**config.mk**
```make
export PLATFORM = sky130hd
export DESIGN_NAME = prach_ctrl_bank
export DESIGN_NICKNAME = d
export VERILOG_FILES = /design/src/rtl/prach_pkg.sv /design/src/rtl/prach_ctrl_entry.sv /design/src/rtl/prach_ctrl_bank.sv
export SDC_FILE = /design/constraint.sdc
export NUM_CORES = 2
export LEC_CHECK = 0
export BUFFER_PORTS_ARGS = -buffer_cell sky130_fd_sc_hd__buf_2
export CORE_ASPECT_RATIO = 1.25
export CORE_UTILIZATION = 60
export DETAILED_ROUTE_END_ITERATION = 7
export GPL_TIMING_DRIVEN = 0
export MAX_ROUTING_LAYER = met4
export PLACE_DENSITY = 0.79
export REMOVE_ABC_BUFFERS = 1
export SETUP_SLACK_MARGIN = 0.15
export SLEW_MARGIN = 20
export SYNTH_ARGS = -nofsm -noshare
export SYNTH_HDL_FRONTEND = slang
export SYNTH_SLANG_ARGS = --single-unit
```
**constraint.sdc**
```tcl
create_clock -name clk -period 134.3 [get_ports clk]
set_input_delay 6.715 -clock clk [delete_from_list [all_inputs] [get_ports clk]]
set_output_delay 6.715 -clock clk [all_outputs]
set_load 0.02 [all_outputs]
```
**src/rtl/prach_pkg.sv**
```systemverilog
// prach_pkg: default widths and the packed per-channel control record.
package prach_pkg;
    localparam int DEF_NUM_CC = 3;
    localparam int DEF_NUM_ANT = 8;
    localparam int DEF_FCW_W = 17;
    localparam int DEF_TOFS_W = 20;
    localparam int DEF_NSYM_W = 4;
    typedef struct packed {
        logic [DEF_FCW_W-1:0] fcw;
        logic [DEF_TOFS_W-1:0] tofs;
        logic [DEF_NSYM_W-1:0] nsym;
    } prach_ctrl_t;
endpackage

```
**src/rtl/prach_ctrl_entry.sv**
```systemverilog
// prach_ctrl_entry: one channel's shadow/active register pair with pending flag.
module prach_ctrl_entry
    import prach_pkg::*;
#(
    parameter int FCW_W = DEF_FCW_W,
    parameter int TOFS_W = DEF_TOFS_W,
    parameter int NSYM_W = DEF_NSYM_W
) (
    input  logic              clk,
    input  logic              rst,
    input  logic              wr,
    input  logic              sync,
    input  logic [FCW_W-1:0]  wr_fcw,
    input  logic [TOFS_W-1:0] wr_tofs,
    input  logic [NSYM_W-1:0] wr_nsym,
    output logic [FCW_W-1:0]  act_fcw,
    output logic [TOFS_W-1:0] act_tofs,
    output logic [NSYM_W-1:0] act_nsym,
    output logic              pend
);
    logic [FCW_W-1:0]  sh_fcw;
    logic [TOFS_W-1:0] sh_tofs;
    logic [NSYM_W-1:0] sh_nsym;

    // Commit reads the old shadow, so a write landing with sync stays pending.
    always_ff @(posedge clk or posedge rst) begin
        if (rst) begin
            sh_fcw <= '0;
            sh_tofs <= '0;
            sh_nsym <= '0;
            act_fcw <= '0;
            act_tofs <= '0;
            act_nsym <= '0;
            pend <= 1'b0;
        end else begin
            if (sync && pend) begin
                act_fcw <= sh_fcw;
                act_tofs <= sh_tofs;
                act_nsym <= sh_nsym;
            end
            if (wr) begin
                sh_fcw <= wr_fcw;
                sh_tofs <= wr_tofs;
                sh_nsym <= wr_nsym;
            end
            pend <= wr | (pend & ~sync);
        end
    end
endmodule

```
**src/rtl/prach_ctrl_bank.sv**
```systemverilog
// prach_ctrl_bank: per-channel PRACH control shadow/active bank with slot commit and random read.
// Optional overwrite detection is built only when PRACH_CTRL_BANK_OVF_EN is defined.
module prach_ctrl_bank
    import prach_pkg::*;
#(
    parameter int NUM_CC = DEF_NUM_CC,
    parameter int NUM_ANT = DEF_NUM_ANT,
    parameter int FCW_W = DEF_FCW_W,
    parameter int TOFS_W = DEF_TOFS_W,
    parameter int NSYM_W = DEF_NSYM_W,
    localparam int N = NUM_CC * NUM_ANT,
    localparam int IDX_W = $clog2(N)
) (
    input  logic                clk,
    input  logic                rst,
    input  logic [N-1:0]        c_valid,
    input  logic [FCW_W-1:0]    c_frequency_offset,
    input  logic [TOFS_W-1:0]   c_time_offset,
    input  logic [NSYM_W-1:0]   c_num_symbol,
    input  logic                sync_in,
    output logic [N*FCW_W-1:0]  ctrl_fcw,
    output logic [N-1:0]        pend,
    input  logic                rd_en,
    input  logic [IDX_W-1:0]    rd_chn,
    output logic                rd_vld,
    output logic                rd_err,
    output logic [FCW_W-1:0]    rd_fcw,
    output logic [TOFS_W-1:0]   rd_tofs,
    output logic [NSYM_W-1:0]   rd_nsym,
    output logic [15:0]         commit_cnt,
    output logic [N-1:0]        ovf,
    input  logic                ovf_clr
);
    localparam logic [IDX_W:0] N_V = N[IDX_W:0];

    logic [FCW_W-1:0]  act_fcw [N];
    logic [TOFS_W-1:0] act_tofs [N];
    logic [NSYM_W-1:0] act_nsym [N];
    logic              rd_hit;

    for (genvar g = 0; g < N; g++) begin : g_ch
        prach_ctrl_entry #(
            .FCW_W(FCW_W),
            .TOFS_W(TOFS_W),
            .NSYM_W(NSYM_W)
        ) u_entry (
            .clk(clk),
            .rst(rst),
            .wr(c_valid[g]),
            .sync(sync_in),
            .wr_fcw(c_frequency_offset),
            .wr_tofs(c_time_offset),
            .wr_nsym(c_num_symbol),
            .act_fcw(act_fcw[g]),
            .act_tofs(act_tofs[g]),
            .act_nsym(act_nsym[g]),
            .pend(pend[g])
        );
        assign ctrl_fcw[g*FCW_W +: FCW_W] = act_fcw[g];
    end

    assign rd_hit = {1'b0, rd_chn} < N_V;

    always_ff @(posedge clk or posedge rst) begin
        if (rst) begin
            rd_vld <= 1'b0;
            rd_err <= 1'b0;
            rd_fcw <= '0;
            rd_tofs <= '0;
            rd_nsym <= '0;
            commit_cnt <= '0;
        end else begin
            rd_vld <= rd_en;
            rd_err <= rd_en & ~rd_hit;
            if (rd_en) begin
                rd_fcw <= rd_hit ? act_fcw[rd_chn] : '0;
                rd_tofs <= rd_hit ? act_tofs[rd_chn] : '0;
                rd_nsym <= rd_hit ? act_nsym[rd_chn] : '0;
            end
            if (sync_in) commit_cnt <= commit_cnt + 16'd1;
        end
    end

`ifdef PRACH_CTRL_BANK_OVF_EN
    // A fresh overwrite outranks a same-cycle clear.
    always_ff @(posedge clk or posedge rst) begin
        if (rst) ovf <= '0;
        else ovf <= (c_valid & pend & {N{~sync_in}}) | (ovf & {N{~ovf_clr}});
    end
`else
    logic unused_ovf_clr;
    assign unused_ovf_clr = ovf_clr;
    assign ovf = '0;
`endif
endmodule

```
# --- Yosys cells after proc, flatten, opt, wreduce, memory -nomap -nowiden ---
# Cells that the tools add are included.
totals:
  output_inout_bits: 515
  register_bits: 2051
  word_cells: 265
  input_bits: 75
classes:
  n_lt_le_gt_ge: 2
  n_bitwise: 52
  n_addsub: 1
  mux: 12
  n_reduce_logical: 24
op_table:
  columns: ["op", "count"]
  rows:
  - ["20-bit binary-select mux with 5-bit select", 1]
  - ["17-bit binary-select mux with 5-bit select", 1]
  - ["20-bit 2-to-1 mux", 3]
  - ["17-bit 2-to-1 mux", 3]
  - ["1-bit bitwise AND", 25]
  - ["1-bit logical AND", 24]
  - ["1-bit bitwise OR", 24]
  - ["4-bit binary-select mux with 5-bit select", 1]
  - ["16-bit by 1-bit adder with 16-bit output, second input constant", 1]
  - ["4-bit 2-to-1 mux", 3]
  - ["6-bit greater-or-equal comparator, second input constant", 1]
  - ["5-bit inverter with 6-bit output", 1]
  - ["5-bit < comparator, second input constant", 1]
  - ["1-bit inverter", 2]

# --- Depth between registers and ports, before layout ---
logic_depth:
  depth_word: 5
  ltp_mapped: 8
  depth_no_buf: 5

# --- By module ---
# Synthesis repeated with hierarchy kept, for this count alone.
hier_totals:
  hier_cells: 5210
  area_unflattened_um2: 89308.2
by_module_without_submodules:
  columns: ["module", "cells_per_inst", "seq_area_each_um2", "area_each_um2", "instances"]
  rows:
  - ["prach_ctrl_entry", 178, 2077.0, 3295.7, 24]
  - ["prach_ctrl_bank", 938, 1476.4, 10212.3, 1]

# --- Worst setup path after synthesis ---
# No wires, ideal clock.
synth_path:
  kind: "input to register"
  start: "in rd_chn[0]"
  end: "reg rd_fcw[0]"
  path_buffers: 4
  setup_time_ns: 0.147
  path_slack_ns: 126.279
  cell_stages: 8
  t_required_ns: 134.153
  arrival_time_ns: 7.874
  path_cell_list: "buf_6 -> buf_8 -> buf_8 -> buf_4 -> mux2i_1 -> a22oi_1 -> a21boi_0 -> o41ai_2"
synth_between:
  elab_chain_cells: 5
  elab_cells_between_ends: 6
  classes_between: "1 x order compare; 4 x mux; 1 x bitwise"
synth_rtl:
  columns: ["item", "line_no", "source"]
  rows:
  - ["start, declared", "prach_ctrl_bank.sv:24", "input logic [IDX_W-1:0] rd_chn,"]
  - ["5-bit inverter with 6-bit output (implied by the code)", "prach_ctrl_bank.sv:76", "rd_fcw <= rd_hit ? act_fcw[rd_chn] : '0;"]
  - ["17-bit binary-select mux with 5-bit select", "prach_ctrl_bank.sv:76", null]
  - ["17-bit 2-to-1 mux (implied by the code) (2 in a row)", "prach_ctrl_bank.sv:76", null]
  - ["17-bit 2-to-1 mux *", "prach_ctrl_bank.sv:76", null]
  - ["end signal, assigned", "prach_ctrl_bank.sv:76", null]
  - ["end, declared", "prach_ctrl_bank.sv:27", "output logic [FCW_W-1:0] rd_fcw,"]
# Mark *: on every way between the ends. The rest lies on a longest branch, timed or not. The select of a mux whose other input is x is not followed.
# A chain may end at the register's enable or synchronous reset.

# --- Worst setup path in the final report ---
layout_path:
  start: "in rd_chn[1]"
  end: "reg rd_fcw[9]"
# Same word-level chain as after synthesis.

==> out/qor.yml <==
pre_cts_ws_ns: 124.22
cts_post_setup_buffers_inserted: 0
powerDensity_nw_per_um2: 16.7
layout.cells.most_common_list: "sky130_fd_sc_hd__dfrtp_1 (2051), sky130_fd_sc_hd__mux2_2 (1969), sky130_fd_sc_hd__buf_2 (534), sky130_fd_sc_hd__mux2i_1 (438), sky130_fd_sc_hd__a22oi_1 (209)"
cp.arrival_ns: 9.98
cts_inserted_buffers: 193
timing.final.hold_violations: 0
remaining_antenna_violation_count: 0
worstHoldPathCells: 1
cts.repair.resized: 0
num_io_pins: 590
max_clock_freq_mhz: 107
row_count: 154
clock_transition_at_path_regs_ns: 0.06
height_of_the_chip_um: 423
rr_endpoint: "rd_fcw[14]"
dieArea_um2: 143000
tightestPinTransition_ns: 1.16
drive_above_1_share: 0.504
grt_pass1_vias: 53300
critical_path_class: "primary input to flop"
routability_congestion_estimate_from_global_placement: 0.801
clockRootBuffer: "sky130_fd_sc_hd__clkbuf_16"
final_design_area_no_fill_um2: 97800
yosysTopAreaCellShare: 0.604
power.ir.vdd_worst_mv: 0.0144
maxSlewViolCount: 0
top_fanout_value_on_the_critical_path: 22
cp-end-kind: "flop"
worst_hold_margin_ns: 0.484
synth-edff-count: 0
setup-violations-final: 0
yosysWarningCount: 0
status: "finished, final reports clean"
reg2reg_setup_slack_ns: 132.35
relSlewSlack: 0.226
rsz0062_at_grt: "false"
timing.final.crit_share: 0.0693
area_delta_synth_final_pct: 15.0
worstHoldPathType: "flop to flop"
final.setup_skew_ns: 0.0293
internal-power_w: 0.00118
worstSetupStartpointType: "primary input"
final_critical_path_setup_slack_ns: 124.99
seq_power_share: 0.469
dominantRegCellSynth: "sky130_fd_sc_hd__dfrtp_1"
worstSkewPairLatency_ns: 0.83
place.detailed.hpwl_um: 151000
design.final.nets: 5968
routedWlPerCell_um: 32.6
switching_power_w: 0.000457
grt_start_max_net_pins: 112
multi_input_area_um2: 31400
first_pass_iters: 5
yosys.area.top_type: "sky130_fd_sc_hd__dfrtp_1"
groute.usage.overall: 0.375
coreArea_um2: 141000
hold-path-endpoint: "g_ch[22].u_entry.act_nsym[3]"
grt_antenna_before_repair: 16
finalPower_w: 0.00164
fillerInstances: 9441
netlist-cell-type-count: 38
post_synth_inst_count: 5474
layout.cells.most_common: "sky130_fd_sc_hd__dfrtp_1"
fin_tns_setup_ns: 0
path_cells: "buf_2 > nor2b_4 > buf_16 > buf_16 > buf_16 > buf_16 > a22oi_1 > a21boi_0 > o41ai_2"
syn_area_um2: 85000
launch_instance_of_the_worst_register_to_register_path: "g_ch[23].u_entry.act_fcw[14]"
crit_path_top_delay_cell: "sky130_fd_sc_hd__a21boi_0"
maxCapViolations: 0
comb_power_share: 0.178
grt_overflow_total: 0
sink_count: 2051
cts_tree: "built"
drc: 0
sw_frac_of_total: 0.279
buffer_ports.inserted: 564
synthesis.area_per_instance_um2: 15.5
synth_sequential_area_ratio: 0.604
critPathRequiredTime_ns: 134.97
cts_hold_repair.buffers: 0
detailedRoute.firstIterationViolations: 4554
start_point_of_the_worst_min_delay_path: "g_ch[22].u_entry.sh_nsym[3]"
dieWidth_um: 339
clockPowerShare: 0.353
clk_path_buf_depth: 3
vias_per_cell: 6.48
final.min_clock_period_ns: 9.31
critical_path.most_common_cell: "sky130_fd_sc_hd__buf_16"
grt_pass1_wl_um: 376000
initial_core_util: 0.604
dpl_cell_area_um2: 91100
power_leakage_nw: 43.2
count_of_h_tree_levels_built_during_cts: 4
synth_async_sr_flop_share: 1.00
dr_total_vias: 51400
number_of_cells_traversed_by_the_worst_register_to_register_path: 4
route.final.wire_length_um: 258000
max_stage_delay_ns: 0.91
synth_seq_cells: 2051
largest_cells_by_area_after_synthesis: "sky130_fd_sc_hd__dfrtp_1 (60%), sky130_fd_sc_hd__mux2_2 (26%), sky130_fd_sc_hd__mux2i_1 (5.2%)"
sequential_cell_area_um2: 51300
layout make-up:
class                      count  area share
antenna                       14    0.000358
clock buffer                 283      0.0587
clock inverter                63     0.00966
inverter                      11    0.000499
multi-input combinational   2958       0.321
sequential                  2051       0.525
tap                         1872      0.0240
timing repair buffer         677      0.0606
stage by stage:
stage           util  instances
2_1_floorplan      -       5020
3_3_place_gp   0.624       7456
3_5_place_dp   0.647       7569
4_1_cts        0.695       7915
5_1_grt        0.695       7923
6_report       0.695       7929
power groups by stage:
stage	sequential (W)	clock, W	combinational (W)
finish	0.000768	0.000578	0.000291
detailed placement	0.000777	0	0.000289
CTS	0.000767	0.000583	0.000291
global route	0.000779	0.000607	0.000305
global placement	0.000779	0	0.000287
floorplan	0.000801	0	0.000143
worst max path at each step:
stage	startpoint	depth (start not counted)	to	slack, ns
2_1_floorplan	rst	1	commit_cnt[0]	69.65
3_3_place_gp	rst	2	g_ch[21].u_entry.act_fcw[8]	51.96
3_5_place_dp	rd_chn[1]	9	rd_fcw[9]	124.22
4_1_cts	rd_chn[1]	9	rd_fcw[9]	125.10
5_1_grt	rd_chn[1]	9	rd_fcw[9]	125.10
6_report	rd_chn[1]	9	rd_fcw[9]	124.99
flip-flops by register name, summed over array words and instances (netlist names), 17 cells and up:
signal                 cells
g_ch.u_entry.pend         24
g_ch.u_entry.sh_fcw      408
g_ch.u_entry.act_nsym     96
g_ch.u_entry.sh_nsym      96
g_ch.u_entry.act_fcw     408
rd_tofs                   20
g_ch.u_entry.act_tofs    480
g_ch.u_entry.sh_tofs     480
rd_fcw                    17
critical path: cells and delay by family:
family	cells	cell delay, ns
buffers and inverters	5	1.56
AOI/OAI and AO/OA	3	1.10
and+or+nand+nor	1	0.52
kinds of logic (layout without fill, tap and decap cells):
family                     count (synthesis)  in the layout  share of synthesized area
and+or+nand+nor                           86             86                    0.00518
buffers and inverters                    488           1034                     0.0299
xor gates and xnor gates                  15             15                    0.00155
other                                      1             38                  0.0000441
DFF                                     2051           2051                      0.604
adders and majority gates                  1              1                   0.000147
AOI/OAI and AO/OA                        389            389                     0.0370
muxes                                   2443           2443                      0.322
cells in the mapped netlist (all sizes together) (2+ instances only):
cell,instances
nor2,5
and3,3
mux4,36
nand2b,32
nand4,5
nor3,2
buf,228
mux2,1969
mux2i,438
a21o,24
clkbuf,249
nand3,4
a22o,9
xnor2,9
xor2,6
a22oi,210
inv,11
dfrtp,2051
nand2,31
o41ai,32
o32ai,9
nor2b,2
a21boi,64
a21oi,41
metal layers:
layer,global-route usage,part of all wire,up-vias
li1,-,-,20500
met1,0.506,0.40,28000
met2,0.576,0.48,2320
met3,0.0606,0.078,597
met4,0.146,0.041,0
met5,-,0,-
Power figures use the tool's default switching activity.
